<file path="src/rtl/mips_pkg.sv">
// Shared definitions for the multi-cycle MIPS control path: FSM state
// encoding, opcode/funct/REGIMM-rt constants and datapath mux encodings.
package mips_pkg;

  localparam int unsigned OP_W  = 6;
  localparam int unsigned FN_W  = 6;
  localparam int unsigned RT_W  = 5;
  localparam int unsigned SEL_W = 2;

  typedef enum logic [2:0] {
    ST_FETCH,
    ST_DECODE,
    ST_EXEC,
    ST_MEM,
    ST_WB,
    ST_MULDIV_WAIT,
    ST_HALTED
  } state_e;

  // Primary opcodes
  localparam logic [OP_W-1:0] OP_RTYPE  = 6'h00;
  localparam logic [OP_W-1:0] OP_REGIMM = 6'h01;
  localparam logic [OP_W-1:0] OP_J      = 6'h02;
  localparam logic [OP_W-1:0] OP_JAL    = 6'h03;
  localparam logic [OP_W-1:0] OP_BEQ    = 6'h04;
  localparam logic [OP_W-1:0] OP_BNE    = 6'h05;
  localparam logic [OP_W-1:0] OP_BLEZ   = 6'h06;
  localparam logic [OP_W-1:0] OP_BGTZ   = 6'h07;
  localparam logic [OP_W-1:0] OP_ADDI   = 6'h08;
  localparam logic [OP_W-1:0] OP_ADDIU  = 6'h09;
  localparam logic [OP_W-1:0] OP_SLTI   = 6'h0A;
  localparam logic [OP_W-1:0] OP_SLTIU  = 6'h0B;
  localparam logic [OP_W-1:0] OP_ANDI   = 6'h0C;
  localparam logic [OP_W-1:0] OP_ORI    = 6'h0D;
  localparam logic [OP_W-1:0] OP_XORI   = 6'h0E;
  localparam logic [OP_W-1:0] OP_LUI    = 6'h0F;
  localparam logic [OP_W-1:0] OP_LB     = 6'h20;
  localparam logic [OP_W-1:0] OP_LH     = 6'h21;
  localparam logic [OP_W-1:0] OP_LWL    = 6'h22;
  localparam logic [OP_W-1:0] OP_LW     = 6'h23;
  localparam logic [OP_W-1:0] OP_LBU    = 6'h24;
  localparam logic [OP_W-1:0] OP_LHU    = 6'h25;
  localparam logic [OP_W-1:0] OP_LWR    = 6'h26;
  localparam logic [OP_W-1:0] OP_SB     = 6'h28;
  localparam logic [OP_W-1:0] OP_SH     = 6'h29;
  localparam logic [OP_W-1:0] OP_SW     = 6'h2B;

  // R-type function codes
  localparam logic [FN_W-1:0] FN_SLL   = 6'h00;
  localparam logic [FN_W-1:0] FN_SRL   = 6'h02;
  localparam logic [FN_W-1:0] FN_SRA   = 6'h03;
  localparam logic [FN_W-1:0] FN_SLLV  = 6'h04;
  localparam logic [FN_W-1:0] FN_SRLV  = 6'h06;
  localparam logic [FN_W-1:0] FN_SRAV  = 6'h07;
  localparam logic [FN_W-1:0] FN_JR    = 6'h08;
  localparam logic [FN_W-1:0] FN_JALR  = 6'h09;
  localparam logic [FN_W-1:0] FN_MFHI  = 6'h10;
  localparam logic [FN_W-1:0] FN_MTHI  = 6'h11;
  localparam logic [FN_W-1:0] FN_MFLO  = 6'h12;
  localparam logic [FN_W-1:0] FN_MTLO  = 6'h13;
  localparam logic [FN_W-1:0] FN_MULT  = 6'h18;
  localparam logic [FN_W-1:0] FN_MULTU = 6'h19;
  localparam logic [FN_W-1:0] FN_DIV   = 6'h1A;
  localparam logic [FN_W-1:0] FN_DIVU  = 6'h1B;
  localparam logic [FN_W-1:0] FN_ADD   = 6'h20;
  localparam logic [FN_W-1:0] FN_ADDU  = 6'h21;
  localparam logic [FN_W-1:0] FN_SUB   = 6'h22;
  localparam logic [FN_W-1:0] FN_SUBU  = 6'h23;
  localparam logic [FN_W-1:0] FN_AND   = 6'h24;
  localparam logic [FN_W-1:0] FN_OR    = 6'h25;
  localparam logic [FN_W-1:0] FN_XOR   = 6'h26;
  localparam logic [FN_W-1:0] FN_NOR   = 6'h27;
  localparam logic [FN_W-1:0] FN_SLT   = 6'h2A;
  localparam logic [FN_W-1:0] FN_SLTU  = 6'h2B;

  // REGIMM rt selectors
  localparam logic [RT_W-1:0] RT_BLTZ   = 5'h00;
  localparam logic [RT_W-1:0] RT_BGEZ   = 5'h01;
  localparam logic [RT_W-1:0] RT_BLTZAL = 5'h10;
  localparam logic [RT_W-1:0] RT_BGEZAL = 5'h11;

  // pc_src encodings
  localparam logic [SEL_W-1:0] PC_SRC_SEQ    = 2'd0;
  localparam logic [SEL_W-1:0] PC_SRC_BRANCH = 2'd1;
  localparam logic [SEL_W-1:0] PC_SRC_JUMP   = 2'd2;
  localparam logic [SEL_W-1:0] PC_SRC_REG    = 2'd3;

  // reg_dst encodings
  localparam logic [SEL_W-1:0] REG_DST_RT = 2'd0;
  localparam logic [SEL_W-1:0] REG_DST_RD = 2'd1;
  localparam logic [SEL_W-1:0] REG_DST_RA = 2'd2;

  // mem_to_reg encodings
  localparam logic [SEL_W-1:0] M2R_ALU  = 2'd0;
  localparam logic [SEL_W-1:0] M2R_MEM  = 2'd1;
  localparam logic [SEL_W-1:0] M2R_LINK = 2'd2;

endpackage

</file>
<file path="src/rtl/mips_instr_class.sv">
// Combinational instruction classifier for the latched IR fields.
// Inputs : opcode, funct, rt (latched in DECODE)
// Outputs: one flag per execution class; an instruction with no flag set
//          is unknown and retires as a NOP.
module mips_instr_class
  import mips_pkg::*;
(
  input  logic [5:0] opcode,
  input  logic [5:0] funct,
  input  logic [4:0] rt,
  output logic       is_alu,
  output logic       uses_rd,
  output logic       is_load,
  output logic       is_store,
  output logic       is_branch,
  output logic       is_link,
  output logic       is_jump,
  output logic       is_jr,
  output logic       is_jalr,
  output logic       is_mthi,
  output logic       is_mtlo,
  output logic       is_muldiv,
  output logic       is_mul
);

  always_comb begin
    is_alu    = 1'b0;
    uses_rd   = 1'b0;
    is_load   = 1'b0;
    is_store  = 1'b0;
    is_branch = 1'b0;
    is_link   = 1'b0;
    is_jump   = 1'b0;
    is_jr     = 1'b0;
    is_jalr   = 1'b0;
    is_mthi   = 1'b0;
    is_mtlo   = 1'b0;
    is_muldiv = 1'b0;
    is_mul    = 1'b0;
    case (opcode)
      OP_RTYPE: begin
        case (funct)
          FN_SLL, FN_SRL, FN_SRA, FN_SLLV, FN_SRLV, FN_SRAV,
          FN_MFHI, FN_MFLO,
          FN_ADD, FN_ADDU, FN_SUB, FN_SUBU,
          FN_AND, FN_OR, FN_XOR, FN_NOR, FN_SLT, FN_SLTU: begin
            is_alu  = 1'b1;
            uses_rd = 1'b1;
          end
          FN_JR:   is_jr = 1'b1;
          FN_JALR: begin
            is_jalr = 1'b1;
            uses_rd = 1'b1;
          end
          FN_MTHI: is_mthi = 1'b1;
          FN_MTLO: is_mtlo = 1'b1;
          FN_MULT, FN_MULTU: begin
            is_muldiv = 1'b1;
            is_mul    = 1'b1;
          end
          FN_DIV, FN_DIVU: is_muldiv = 1'b1;
          default: ;
        endcase
      end
      OP_REGIMM: begin
        case (rt)
          RT_BLTZ, RT_BGEZ: is_branch = 1'b1;
          RT_BLTZAL, RT_BGEZAL: begin
            is_branch = 1'b1;
            is_link   = 1'b1;
          end
          default: ;
        endcase
      end
      OP_J:   is_jump = 1'b1;
      OP_JAL: begin
        is_jump = 1'b1;
        is_link = 1'b1;
      end
      OP_BEQ, OP_BNE, OP_BLEZ, OP_BGTZ: is_branch = 1'b1;
      OP_ADDI, OP_ADDIU, OP_SLTI, OP_SLTIU,
      OP_ANDI, OP_ORI, OP_XORI, OP_LUI: is_alu = 1'b1;
      OP_LB, OP_LH, OP_LWL, OP_LW, OP_LBU, OP_LHU, OP_LWR: is_load = 1'b1;
      OP_SB, OP_SH, OP_SW: is_store = 1'b1;
      default: ;
    endcase
  end

endmodule

</file>
<file path="src/rtl/mips_multicycle_control.sv">
// Multi-cycle MIPS control FSM. Sequences each instruction through
// FETCH/DECODE/EXEC/MEM/WB, stretches bus states on mem_waitrequest,
// stalls for the fixed-latency mul/div unit and halts on JR to address 0.
// Inputs : clk, reset (async, active-high), IR fields opcode/funct/rt,
//          branch_cond, jr_target_zero, mem_waitrequest.
// Outputs: active plus datapath strobes and mux selects; all decoded
//          from state and the IR fields latched in DECODE so they are
//          valid in the cycle the state is entered.
module mips_multicycle_control
  import mips_pkg::*;
#(
  parameter int unsigned MUL_LATENCY = 4,
  parameter int unsigned DIV_LATENCY = 32,
  parameter int unsigned CNT_W       = 6
) (
  input  logic       clk,
  input  logic       reset,
  input  logic [5:0] opcode,
  input  logic [5:0] funct,
  input  logic [4:0] rt,
  input  logic       branch_cond,
  input  logic       jr_target_zero,
  input  logic       mem_waitrequest,
  output logic       active,
  output logic       ir_write,
  output logic       pc_write,
  output logic [1:0] pc_src,
  output logic       mem_addr_sel,
  output logic       mem_read,
  output logic       mem_write,
  output logic       reg_write,
  output logic [1:0] reg_dst,
  output logic [1:0] mem_to_reg,
  output logic       hi_write,
  output logic       lo_write,
  output logic       muldiv_start
);

  state_e            state_q, state_d;
  logic [OP_W-1:0]   opcode_q, opcode_d;
  logic [FN_W-1:0]   funct_q, funct_d;
  logic [RT_W-1:0]   rt_q, rt_d;
  logic [CNT_W-1:0]  cnt_q, cnt_d;

  logic is_alu, uses_rd, is_load, is_store, is_branch, is_link, is_jump;
  logic is_jr, is_jalr, is_mthi, is_mtlo, is_muldiv, is_mul;

  // Classification of the instruction latched in DECODE
  mips_instr_class u_class (
    .opcode    (opcode_q),
    .funct     (funct_q),
    .rt        (rt_q),
    .is_alu    (is_alu),
    .uses_rd   (uses_rd),
    .is_load   (is_load),
    .is_store  (is_store),
    .is_branch (is_branch),
    .is_link   (is_link),
    .is_jump   (is_jump),
    .is_jr     (is_jr),
    .is_jalr   (is_jalr),
    .is_mthi   (is_mthi),
    .is_mtlo   (is_mtlo),
    .is_muldiv (is_muldiv),
    .is_mul    (is_mul)
  );

  // State, latched IR fields and mul/div stall counter
  always_ff @(posedge clk or posedge reset) begin
    if (reset) begin
      state_q  <= ST_FETCH;
      opcode_q <= '0;
      funct_q  <= '0;
      rt_q     <= '0;
      cnt_q    <= '0;
    end else begin
      state_q  <= state_d;
      opcode_q <= opcode_d;
      funct_q  <= funct_d;
      rt_q     <= rt_d;
      cnt_q    <= cnt_d;
    end
  end

  // Next-state and output decode
  always_comb begin
    state_d      = state_q;
    opcode_d     = opcode_q;
    funct_d      = funct_q;
    rt_d         = rt_q;
    cnt_d        = cnt_q;
    active       = (state_q != ST_HALTED);
    ir_write     = 1'b0;
    pc_write     = 1'b0;
    pc_src       = PC_SRC_SEQ;
    mem_addr_sel = 1'b0;
    mem_read     = 1'b0;
    mem_write    = 1'b0;
    reg_write    = 1'b0;
    reg_dst      = REG_DST_RT;
    mem_to_reg   = M2R_ALU;
    hi_write     = 1'b0;
    lo_write     = 1'b0;
    muldiv_start = 1'b0;

    case (state_q)
      ST_FETCH: begin
        mem_read = 1'b1;
        if (!mem_waitrequest) begin
          ir_write = 1'b1;
          state_d  = ST_DECODE;
        end
      end

      ST_DECODE: begin
        opcode_d = opcode;
        funct_d  = funct;
        rt_d     = rt;
        state_d  = ST_EXEC;
      end

      ST_EXEC: begin
        state_d = ST_FETCH;
        if (is_alu) begin
          state_d = ST_WB;
        end else if (is_load || is_store) begin
          state_d = ST_MEM;
        end else if (is_branch || is_jump) begin
          pc_write = 1'b1;
          if (is_jump)          pc_src = PC_SRC_JUMP;
          else if (branch_cond) pc_src = PC_SRC_BRANCH;
          // Link is written whether or not the branch is taken
          if (is_link) begin
            reg_write  = 1'b1;
            reg_dst    = REG_DST_RA;
            mem_to_reg = M2R_LINK;
          end
        end else if (is_jr) begin
          // JR to address 0 is the halt convention; it never retires
          if (jr_target_zero) begin
            state_d = ST_HALTED;
          end else begin
            pc_write = 1'b1;
            pc_src   = PC_SRC_REG;
          end
        end else if (is_jalr) begin
          pc_write   = 1'b1;
          pc_src     = PC_SRC_REG;
          reg_write  = 1'b1;
          reg_dst    = REG_DST_RD;
          mem_to_reg = M2R_LINK;
        end else if (is_mthi || is_mtlo) begin
          hi_write = is_mthi;
          lo_write = is_mtlo;
          pc_write = 1'b1;
        end else if (is_muldiv) begin
          muldiv_start = 1'b1;
          cnt_d        = is_mul ? CNT_W'(MUL_LATENCY) : CNT_W'(DIV_LATENCY);
          state_d      = ST_MULDIV_WAIT;
        end else begin
          pc_write = 1'b1;
        end
      end

      ST_MEM: begin
        mem_addr_sel = 1'b1;
        mem_read     = is_load;
        mem_write    = is_store;
        if (!mem_waitrequest) begin
          if (is_load) begin
            state_d = ST_WB;
          end else begin
            pc_write = 1'b1;
            state_d  = ST_FETCH;
          end
        end
      end

      ST_WB: begin
        reg_write  = 1'b1;
        pc_write   = 1'b1;
        reg_dst    = uses_rd ? REG_DST_RD : REG_DST_RT;
        mem_to_reg = is_load ? M2R_MEM : M2R_ALU;
        state_d    = ST_FETCH;
      end

      ST_MULDIV_WAIT: begin
        // Counter was loaded with the latency, so this state lasts exactly that long
        if (cnt_q <= CNT_W'(1)) begin
          hi_write = 1'b1;
          lo_write = 1'b1;
          pc_write = 1'b1;
          cnt_d    = '0;
          state_d  = ST_FETCH;
        end else begin
          cnt_d = cnt_q - CNT_W'(1);
        end
      end

      ST_HALTED: ;

      default: state_d = ST_FETCH;
    endcase

    // Strobes are forced low for the whole time reset is held
    if (reset) begin
      ir_write     = 1'b0;
      pc_write     = 1'b0;
      pc_src       = PC_SRC_SEQ;
      mem_addr_sel = 1'b0;
      mem_read     = 1'b0;
      mem_write    = 1'b0;
      reg_write    = 1'b0;
      reg_dst      = REG_DST_RT;
      mem_to_reg   = M2R_ALU;
      hi_write     = 1'b0;
      lo_write     = 1'b0;
      muldiv_start = 1'b0;
    end
  end

endmodule

</file>
<file path="config.mk">
export PLATFORM = sky130hd
export DESIGN_NAME = mips_multicycle_control
export DESIGN_NICKNAME = d
export VERILOG_FILES = /design/src/rtl/mips_pkg.sv /design/src/rtl/mips_instr_class.sv /design/src/rtl/mips_multicycle_control.sv
export SDC_FILE = /design/constraint.sdc
export NUM_CORES = 1
export LEC_CHECK = 0
export ABC_AREA = 1
export BUFFER_PORTS_ARGS = -buffer_cell sky130_fd_sc_hd__buf_2
export CORE_MARGIN = 5
export CORE_UTILIZATION = 30
export CTS_CLUSTER_DIAMETER = 120
export DETAILED_ROUTE_END_ITERATION = 8
export PLACE_DENSITY_LB_ADDON = 0.08
export SYNTH_ARGS = -nofsm -noshare
export SYNTH_HDL_FRONTEND = slang
export SYNTH_SLANG_ARGS = --single-unit
</file>
<file path="constraint.sdc">
create_clock -name clk -period 4.25 [get_ports clk]
set_input_delay 0.425 -clock clk [delete_from_list [all_inputs] [get_ports clk]]
set_output_delay 0.425 -clock clk [all_outputs]
set_load 0.05 [all_outputs]
</file>
==> results.json, run 1 <==
{
  "status": "completed",
  "reg2reg_slack_ps": 2420,
  "final.fill_count": 695,
  "grt_usage": 0.137,
  "grt_overflow_total": 0,
  "peakVddDrop_mv": 0.235,
  "use_met3": 0.0186,
  "rsz0062_at_grt": "false",
  "wl_per_cell_um": 12.1,
  "gp_congestion": 0.819,
  "layout_min_cycle_time_ps": 2720,
  "fp.dieH_um": 88.5,
  "synthSimpleGateAreaFrac": 0.421,
  "drt_iter0_drc": 76,
  "clock.fmax_mhz": 368,
  "drtAntennaViolNets": 0,
  "antenna_found_initial": 0,
  "ctsResizeCount": 0,
  "routed_wl_um": 4810,
  "path_max_fanout": 12,
  "clk_pin_slew_ps": 90,
  "cp_top_family": "simple AND/OR/NAND/NOR gates",
  "clockBufferDepth": 2,
  "crit_buf_inv": 2,
  "num_rows": 28,
  "layout.nets": 350,
  "synth_fa_ha_area_frac": 0.0271,
  "p_leak_nw": 1.13,
  "total_power_mw": 1.41,
  "syn-cell-area_sq_um": 1850,
  "dp.final_hpwl_um": 3830,
  "startpoint_type": "flip-flop",
  "cp_cell_sequence": "inv_2 > nor3_2 > nand3_2 > nor2_2 > nand3_1 > nor2_1 > buf_2",
  "setup.worst_path.end_class": "output port",
  "clk_latency_ps": 280,
  "synth_compound_area_frac": 0.101,
  "postCtsSetupBuffers": 0,
  "ctsRootBufferMaster": "clkbuf_8",
  "clockPowerShare": 0.106,
  "hold_ws_ps": 294,
  "max_stage_delay_ps": 570,
  "synth_xor_area_frac": 0.0142,
  "grt_max_degree": 31,
  "pwr-share-comb": 0.564,
  "cts.sinks": 25,
  "vias": 1813,
  "synth_edf_count": 0,
  "postLayoutCoreUtil": 0.362,
  "ys_warn_count": 0,
  "power.density_nw_per_um2": 654,
  "cts_hold_buf": 0,
  "grt_pass1_vias": 1823,
  "cts_tree": "yes",
  "worst_path_max_delay_cell": "dfrtp_1",
  "syn_avg_cell_area_sq_um": 6.44,
  "synthDistinctLibCells": 31,
  "n_antenna_cell": 0,
  "tightest_slew_ps": 674,
  "use_met2": 0.214,
  "numCtsBuffers": 3,
  "drt_first_pass_iters": 4,
  "synth_top_family_by_area": "simple AND/OR/NAND/NOR gates",
  "start_util": 0.311,
  "gr-usage-met1": 0.194,
  "power_frac_seq": 0.330,
  "syn_to_final_growth_pct": 16.4,
  "grt-busiest-layer": "met2",
  "die_w_um": 88.5,
  "multi_input_area_sq_um": 1040,
  "ys_async_sr_fraction": 1.00,
  "synth_cells": 287,
  "setup_tns_ps": 0,
  "viasPerCell": 4.56,
  "ys_ff_latch": 25,
  "h-tree-depth": 1,
  "p_sw_frac": 0.527,
  "setup_viol": 0,
  "worstPathRequired_ps": 3830,
  "fin_crit_sh": 0.639,
  "intPower_mw": 0.666,
  "port-buffer-count": 36,
  "drc": 0,
  "arrival_ps": 2290,
  "grt_pass1_wl_um": 8480,
  "seq_area_frac_synth": 0.338,
  "path_class": "reg2out",
  "hold_path_class": "in2async",
  "hold_viol_final": 0,
  "maxSlewViolCount": 0,
  "cap_violations": 0,
  "core-area_sq_um": 5960,
  "fin_skew_ps": 3.84,
  "synth_top_flop_cell": "dfrtp_1",
  "synthMuxAreaShare": 0,
  "maxSlewHeadroom": 0.548,
  "num_io_pins": 38,
  "p_sw_mw": 0.742,
  "syn_nets": 313,
  "layout.area.seq_sq_um": 626,
  "die-area_sq_um": 7830,
  "drive_gt1_frac": 0.189
}
[per-layer routing]
layer	share of wire	vias to the layer above
met5	0	-
met4	0.014	0
met3	0.041	5
met2	0.44	33
met1	0.50	799
li1	-	976
[synthesized netlist by cell type, types with 4 or more instances]
library cell | instances | area [sq um]
a21oi_1 | 10 | 50.1
ha_1 | 4 | 50.1
nand3_1 | 23 | 115
inv_2 | 4 | 15.0
nor3_1 | 7 | 35.0
nand2_1 | 87 | 327
inv_1 | 36 | 135
o21ai_0 | 16 | 80.1
o21ai_1 | 4 | 20.0
dfrtp_1 | 25 | 626
nor2_1 | 38 | 143
[sequential cells by signal, indices dropped and copies added, names as in the netlist]
| register | cells |
|---|---|
| cnt_q | 6 |
| funct_q | 6 |
| opcode_q | 6 |
| rt_q | 4 |
| state_q | 3 |
[kinds of logic after synthesis]
kind of cell	count (synthesis)
fa+ha+maj	4
simple gates	174
buf+inv	46
xor+xnor	3
flops	25
compound gates	35
[per-stage QoR]
step           std cells  worst slack [ps]  area, sq um
2_1_floorplan        287              1640         1850
3_3_place_gp         394              1820         2110
3_5_place_dp         394              1810         2110
4_1_cts              398              1490         2150
5_1_grt              398              1240         2150
6_report             398              1530         2150
[cells in the final DEF, fill, tap and decap left out]
master / count
a211oi_1: 1
a21oi_1: 10
a31oi_1: 1
buf_2: 36
buf_4: 2
clkbuf_8: 3
clkinv_2: 1
dfrtp_1: 25
ha_1: 4
inv_1: 36
inv_2: 4
nand2_1: 87
nand2_2: 3
nand3_1: 23
nand3_2: 2
nand4_1: 3
nand4_2: 1
nor2_1: 38
nor2_2: 3
nor2_4: 1
nor3_1: 7
nor3_2: 3
nor3_4: 1
o211ai_1: 1
o21a_1: 1
o21ai_0: 16
o21ai_1: 4
o41ai_1: 1
or2_0: 1
or2_2: 1
xnor2_1: 1
xor2_1: 2
[power by group through the flow]
stage          clock network (mW)  logic (mW)  registers (mW)
2_1_floorplan                   0       0.665           0.432
3_3_place_gp                    0       0.804           0.468
3_5_place_dp                    0       0.805           0.469
4_1_cts                     0.154       0.808           0.465
5_1_grt                     0.159       0.932           0.482
6_report                    0.149       0.794           0.464
[path summary, 6_finish.rpt]
path,startpoint,to,cells past startpoint
min in group clk,opcode[0],opcode_q[0],3
hold / removal,reset,state_q[0],2
hold reg to reg,rt_q[3],rt_q[3],2
setup / recovery,state_q[1],pc_src[1],7
setup reg to reg,state_q[1],cnt_q[5],7
max in group asynchronous,reset,funct_q[0],3
[cell type report]
cell class | instances | share of cell area
Multi-Input combinational cell | 216 | 0.484
Sequential cell | 25 | 0.291
Timing Repair Buffer | 38 | 0.0906
Inverter | 40 | 0.0697
Tap cell | 75 | 0.0436
Clock buffer | 3 | 0.0192
Clock inverter | 1 | 0.00232
Power figures use the tool's default switching activity.
==> run 2, diff against run 1 <==
- clock period: 4.25 -> 2.4 ns (I/O delays scaled with it)
==> run 2 against run 1 <==
Net effect:
- cell count increased by 0.75%
- worst setup slack worse by 1300 ps
- power rose by 80%
- sequential power rose by 79%
- clock power increased by 77%
- critical path type unchanged
- highest routed layer unchanged
==> results.json, run 2 (synthesis results as in run 1) <==
{
  "clock.fmax_mhz": 456,
  "clk_pin_slew_ps": 100,
  "cp_top_family": "simple AND/OR/NAND/NOR gates",
  "cap_violations": 0,
  "cp_cell_sequence": "inv_1 > ha_1 > nor2_1 > nor2_1 > nand4_2 > nand2_1 > nor2_1 > a21oi_1 > buf_2",
  "port-buffer-count": 36,
  "arrival_ps": 1950,
  "grt_pass1_vias": 1892,
  "maxSlewViolCount": 0,
  "fin_cells": 401,
  "die_w_um": 88.5,
  "final.fill_count": 695,
  "drtAntennaViolNets": 0,
  "setup_tns_ps": 0,
  "power.density_nw_per_um2": 1160,
  "maxSlewHeadroom": 0.704,
  "drt_iter0_drc": 77,
  "post-place-cells": 397,
  "antenna_found_initial": 0,
  "gp_congestion": 0.803,
  "vias": 1836,
  "wl_per_cell_um": 12.3,
  "viasPerCell": 4.58,
  "numCtsBuffers": 3,
  "max_stage_delay_ps": 430,
  "cp_common_cell": "nor2_1",
  "die-area_sq_um": 7830,
  "drt_first_pass_iters": 4,
  "setup_viol": 0,
  "fp.dieH_um": 88.5,
  "grt_max_degree": 17,
  "largestRegisters": "cnt_q: 6 flops, funct_q: 6 flops, opcode_q: 6 flops",
  "crit_buf_inv": 2,
  "path_class": "reg2out",
  "final_common_cell": "nand2_1",
  "hold_viol_final": 0,
  "setup.worst_path.end_class": "output port",
  "layout.nets": 353,
  "clockBufferDepth": 2,
  "start_util": 0.311,
  "hold_ws_ps": 150,
  "cts_tree": "yes",
  "hold_path_class": "in2reg",
  "grt_overflow_total": 0,
  "status": "completed",
  "worstPathRequired_ps": 2160,
  "clk_latency_ps": 280,
  "fin_skew_ps": 10.7,
  "grt_usage": 0.142,
  "p_leak_nw": 1.14,
  "finalWorstSetupSlack_ps": 206,
  "syn_to_final_growth_pct": 18.2,
  "place_ws_ps": 470,
  "n_antenna_cell": 0,
  "h-tree-depth": 1,
  "startpoint_type": "flip-flop",
  "peakVddDrop_mv": 0.366,
  "drive_gt1_frac": 0.196,
  "routed_wl_um": 4940,
  "dp.final_hpwl_um": 3970,
  "fin_crit_sh": 0.914,
  "num_rows": 28,
  "ctsRootBufferMaster": "clkbuf_8",
  "postLayoutCoreUtil": 0.367,
  "grt_pass1_wl_um": 8840,
  "tightest_slew_ps": 441,
  "num_io_pins": 38,
  "rsz0062_at_grt": "false",
  "cts.sinks": 25,
  "layout_min_cycle_time_ps": 2190,
  "layout_common_cells": "87 x nand2_1, 38 x nor2_1, 36 x inv_1",
  "worst_path_max_delay_cell": "dfrtp_1",
  "path_max_fanout": 4,
  "core-area_sq_um": 5960,
  "drc": 0
}
-- run 2: final timing paths --
| kind | to | slack [ps] | cells after the start | from |
|---|---|---|---|---|
| setup / recovery | pc_write | 210 | 9 | cnt_q[0] |
| hold / removal | rt_q[3] | 150 | 3 | rt[3] |
| setup reg to reg | state_q[2] | 720 | 10 | cnt_q[0] |
| hold reg to reg | rt_q[3] | 480 | 2 | rt_q[3] |
| max in group asynchronous | state_q[1] | 2020 | 3 | reset |
| min in group asynchronous | opcode_q[2] | 180 | 3 | reset |
-- run 2: cell type report --
cell class | count | area, sq um | share of cell area
clock buffers | 4 | 45.0 | 0.0206
flip-flops and latches | 25 | 627 | 0.287
inverters | 40 | 150 | 0.0687
repair buffers | 41 | 223 | 0.102
multi-input cells | 216 | 1050 | 0.479
well taps | 75 | 93.8 | 0.0429
-- run 2: repair_timing --
| item | 4_1_cts | 5_1_grt |
|---|---|---|
| setup buffers | 0 | 0 |
| gates resized for setup | 0 | 4 |
| hold buffers | 0 | 0 |
| endpoints found under the setup margin | 0 | 5 |
-- run 2: per-layer routing --
| layer | vias up | track usage | part of all wire |
|---|---|---|---|
| met5 | - | 0 | 0 |
| met4 | 0 | 0.0275 | 0.0093 |
| met3 | 4 | 0.0317 | 0.041 |
| met2 | 32 | 0.230 | 0.44 |
| met1 | 818 | 0.197 | 0.51 |
| li1 | 982 | - | - |
-- run 2: power breakdown --
| part | internal, mW | switching, mW |
|---|---|---|
| combinational | 0.473 | 0.969 |
| clock | 0.119 | 0.144 |
| sequential | 0.618 | 0.212 |
-- run 2: metrics by stage --
stage	power, mW	area, sq um
detailed placement	2.27	2130
floorplan	1.94	1850
CTS	2.55	2170
finish	2.54	2190
global route	2.84	2190
global placement	2.28	2130
-- run 2: worst reg2reg max path: cells and delay by family (launching register included) --
family	cells	cell delay, ps
adders and majority gates	1	210
and+or+nand+nor	8	890
buffers and inverters	1	90
DFF	1	430
==> run 3, diff against run 2 <==
- PLACE_DENSITY: unset -> 0.52
- PLACE_DENSITY_LB_ADDON: 0.08 -> unset
- SLEW_MARGIN: unset -> 25
==> run 3 against run 2 <==
Net effect:
- sequential share of layout area about the same
- hold slack worse by 83 ps
- flip-flop and latch count stayed put
- sequential power is 0.5% lower
- first-iteration DRC count decreased by 9.1%
- via count grew 0.38%
- clock-buffer cell count shrank 1
- final area is 0.11% lower
- clock power barely moved
- utilization about the same
- largest cell class unchanged
- fmax fell by 0.67%
- cell count is the same
==> results.json, run 3 (synthesis results as in run 1) <==
{
  "p_sw_frac": 0.523,
  "setup_viol": 0,
  "num_io_pins": 38,
  "drt_first_pass_iters": 4,
  "numCtsBuffers": 3,
  "worstPathRequired_ps": 2160,
  "p_sw_mw": 1.32,
  "path_class": "reg2out",
  "worst_path_max_delay_cell": "dfrtp_1",
  "setup.worst_path.end_class": "output port",
  "fin_skew_ps": 2.91,
  "rsz0062_at_grt": "false",
  "layout.nets": 353,
  "clk_pin_slew_ps": 90,
  "path_max_fanout": 9,
  "maxSlewHeadroom": 0.721,
  "hold_viol_final": 0,
  "power.density_nw_per_um2": 1150,
  "setup_tns_ps": 0,
  "num_rows": 28,
  "cap_violations": 0,
  "rr_startpoint": "cnt_q[0]",
  "rr_worst_depth": 10,
  "grt_pass1_vias": 1793,
  "grt_overflow_total": 0,
  "die-area_sq_um": 7830,
  "grt_pass1_wl_um": 8070,
  "vias": 1843,
  "clk_latency_ps": 270,
  "multi_input_area_sq_um": 1050,
  "startpoint_type": "flip-flop",
  "largestRegisters": "cnt_q: 6 flops, funct_q: 6 flops, opcode_q: 6 flops",
  "hold_path_class": "in2async",
  "p_leak_nw": 1.14,
  "pwr-share-comb": 0.568,
  "n_antenna_cell": 0,
  "power_frac_seq": 0.328,
  "ctsRootBufferMaster": "clkbuf_8",
  "maxSlewViolCount": 0,
  "gp_congestion": 0.842,
  "intPower_mw": 1.20,
  "total_power_mw": 2.52,
  "layout.area.seq_sq_um": 626,
  "syn_to_final_growth_pct": 18.1,
  "fp.dieH_um": 88.5,
  "grt_max_degree": 31,
  "h-tree-depth": 1,
  "grt_usage": 0.131,
  "peakVddDrop_mv": 0.473,
  "timing.rr.end": "state_q[2]",
  "drt_iter0_drc": 70,
  "cts_hold_buf": 0,
  "final_common_cell": "nand2_1",
  "layout_min_cycle_time_ps": 2210,
  "cp_cell_sequence": "inv_2 > nor3_2 > inv_1 > nor3_1 > nor2_1 > a21oi_1 > buf_2",
  "routed_wl_um": 4720,
  "drtAntennaViolNets": 0,
  "die_w_um": 88.5,
  "tightest_slew_ps": 418,
  "viasPerCell": 4.60,
  "fin_crit_sh": 0.920,
  "layout_common_cells": "87 x nand2_1, 38 x nor2_1, 36 x inv_1",
  "status": "completed",
  "cts_tree": "yes",
  "drive_gt1_frac": 0.196,
  "start_util": 0.311,
  "hold_ws_ps": 67.4,
  "port-buffer-count": 36,
  "cts.sinks": 25,
  "wl_per_cell_um": 11.8,
  "core-area_sq_um": 5960,
  "reg2reg_slack_ps": 750,
  "drc": 0,
  "arrival_ps": 1970,
  "final.fill_count": 704,
  "clockBufferDepth": 2,
  "max_stage_delay_ps": 560,
  "clockPowerShare": 0.104,
  "antenna_found_initial": 0,
  "dp.final_hpwl_um": 3820,
  "clock.fmax_mhz": 453
}
[run 3: worst max-delay path by stage]
stage                     end        from
floorplan           mem_write  state_q[0]
global placement     pc_write  state_q[1]
detailed placement   pc_write  state_q[1]
CTS                  pc_write  state_q[1]
global route         pc_write  state_q[1]
finish               pc_write  state_q[1]
[run 3: what timing repair did]
item | CTS | global route
endpoints found under the setup margin | 0 | 1
gates resized for setup | 0 | 2
setup buffers | 0 | 0
[run 3: cell type report]
class	instances	area share
multi-input cells	216	0.480
repair buffers	41	0.101
inverters	40	0.0688
clock inverters	1	0.00229
clock buffers	3	0.0189
flip-flops and latches	25	0.287
well taps	75	0.0430
[run 3: metal layers]
metal  global-route usage  share of wire
met4               0.0371          0.011
met1                0.190           0.53
met5                    0              0
met2                0.201           0.42
met3               0.0205          0.036
[run 3: critical path: cells and delay by family (launching register included)]
kind                   cells  cell delay [ps]
DFF                        1              560
buffers and inverters      3              490
and+or+nand+nor            3              470
AOI/OAI and AO/OA          1              160
[run 3: power groups by stage]
stage          clock, mW  sequential, mW  combinational (mW)
6_report           0.262           0.826                1.43
5_1_grt            0.288           0.859                1.65
3_3_place_gp           0           0.825                1.43
3_5_place_dp           0           0.827                1.44
4_1_cts            0.278           0.820                1.44
2_1_floorplan          0           0.766                1.18
[run 3: per-stage QoR]
stage	utilization	std cells	setup WS (ps)	area, sq um
2_1_floorplan	-	287	294	1850
3_3_place_gp	0.358	397	435	2130
3_5_place_dp	0.358	397	469	2130
4_1_cts	0.365	401	140	2180
5_1_grt	0.367	401	10.3	2180
6_report	0.367	401	191	2180
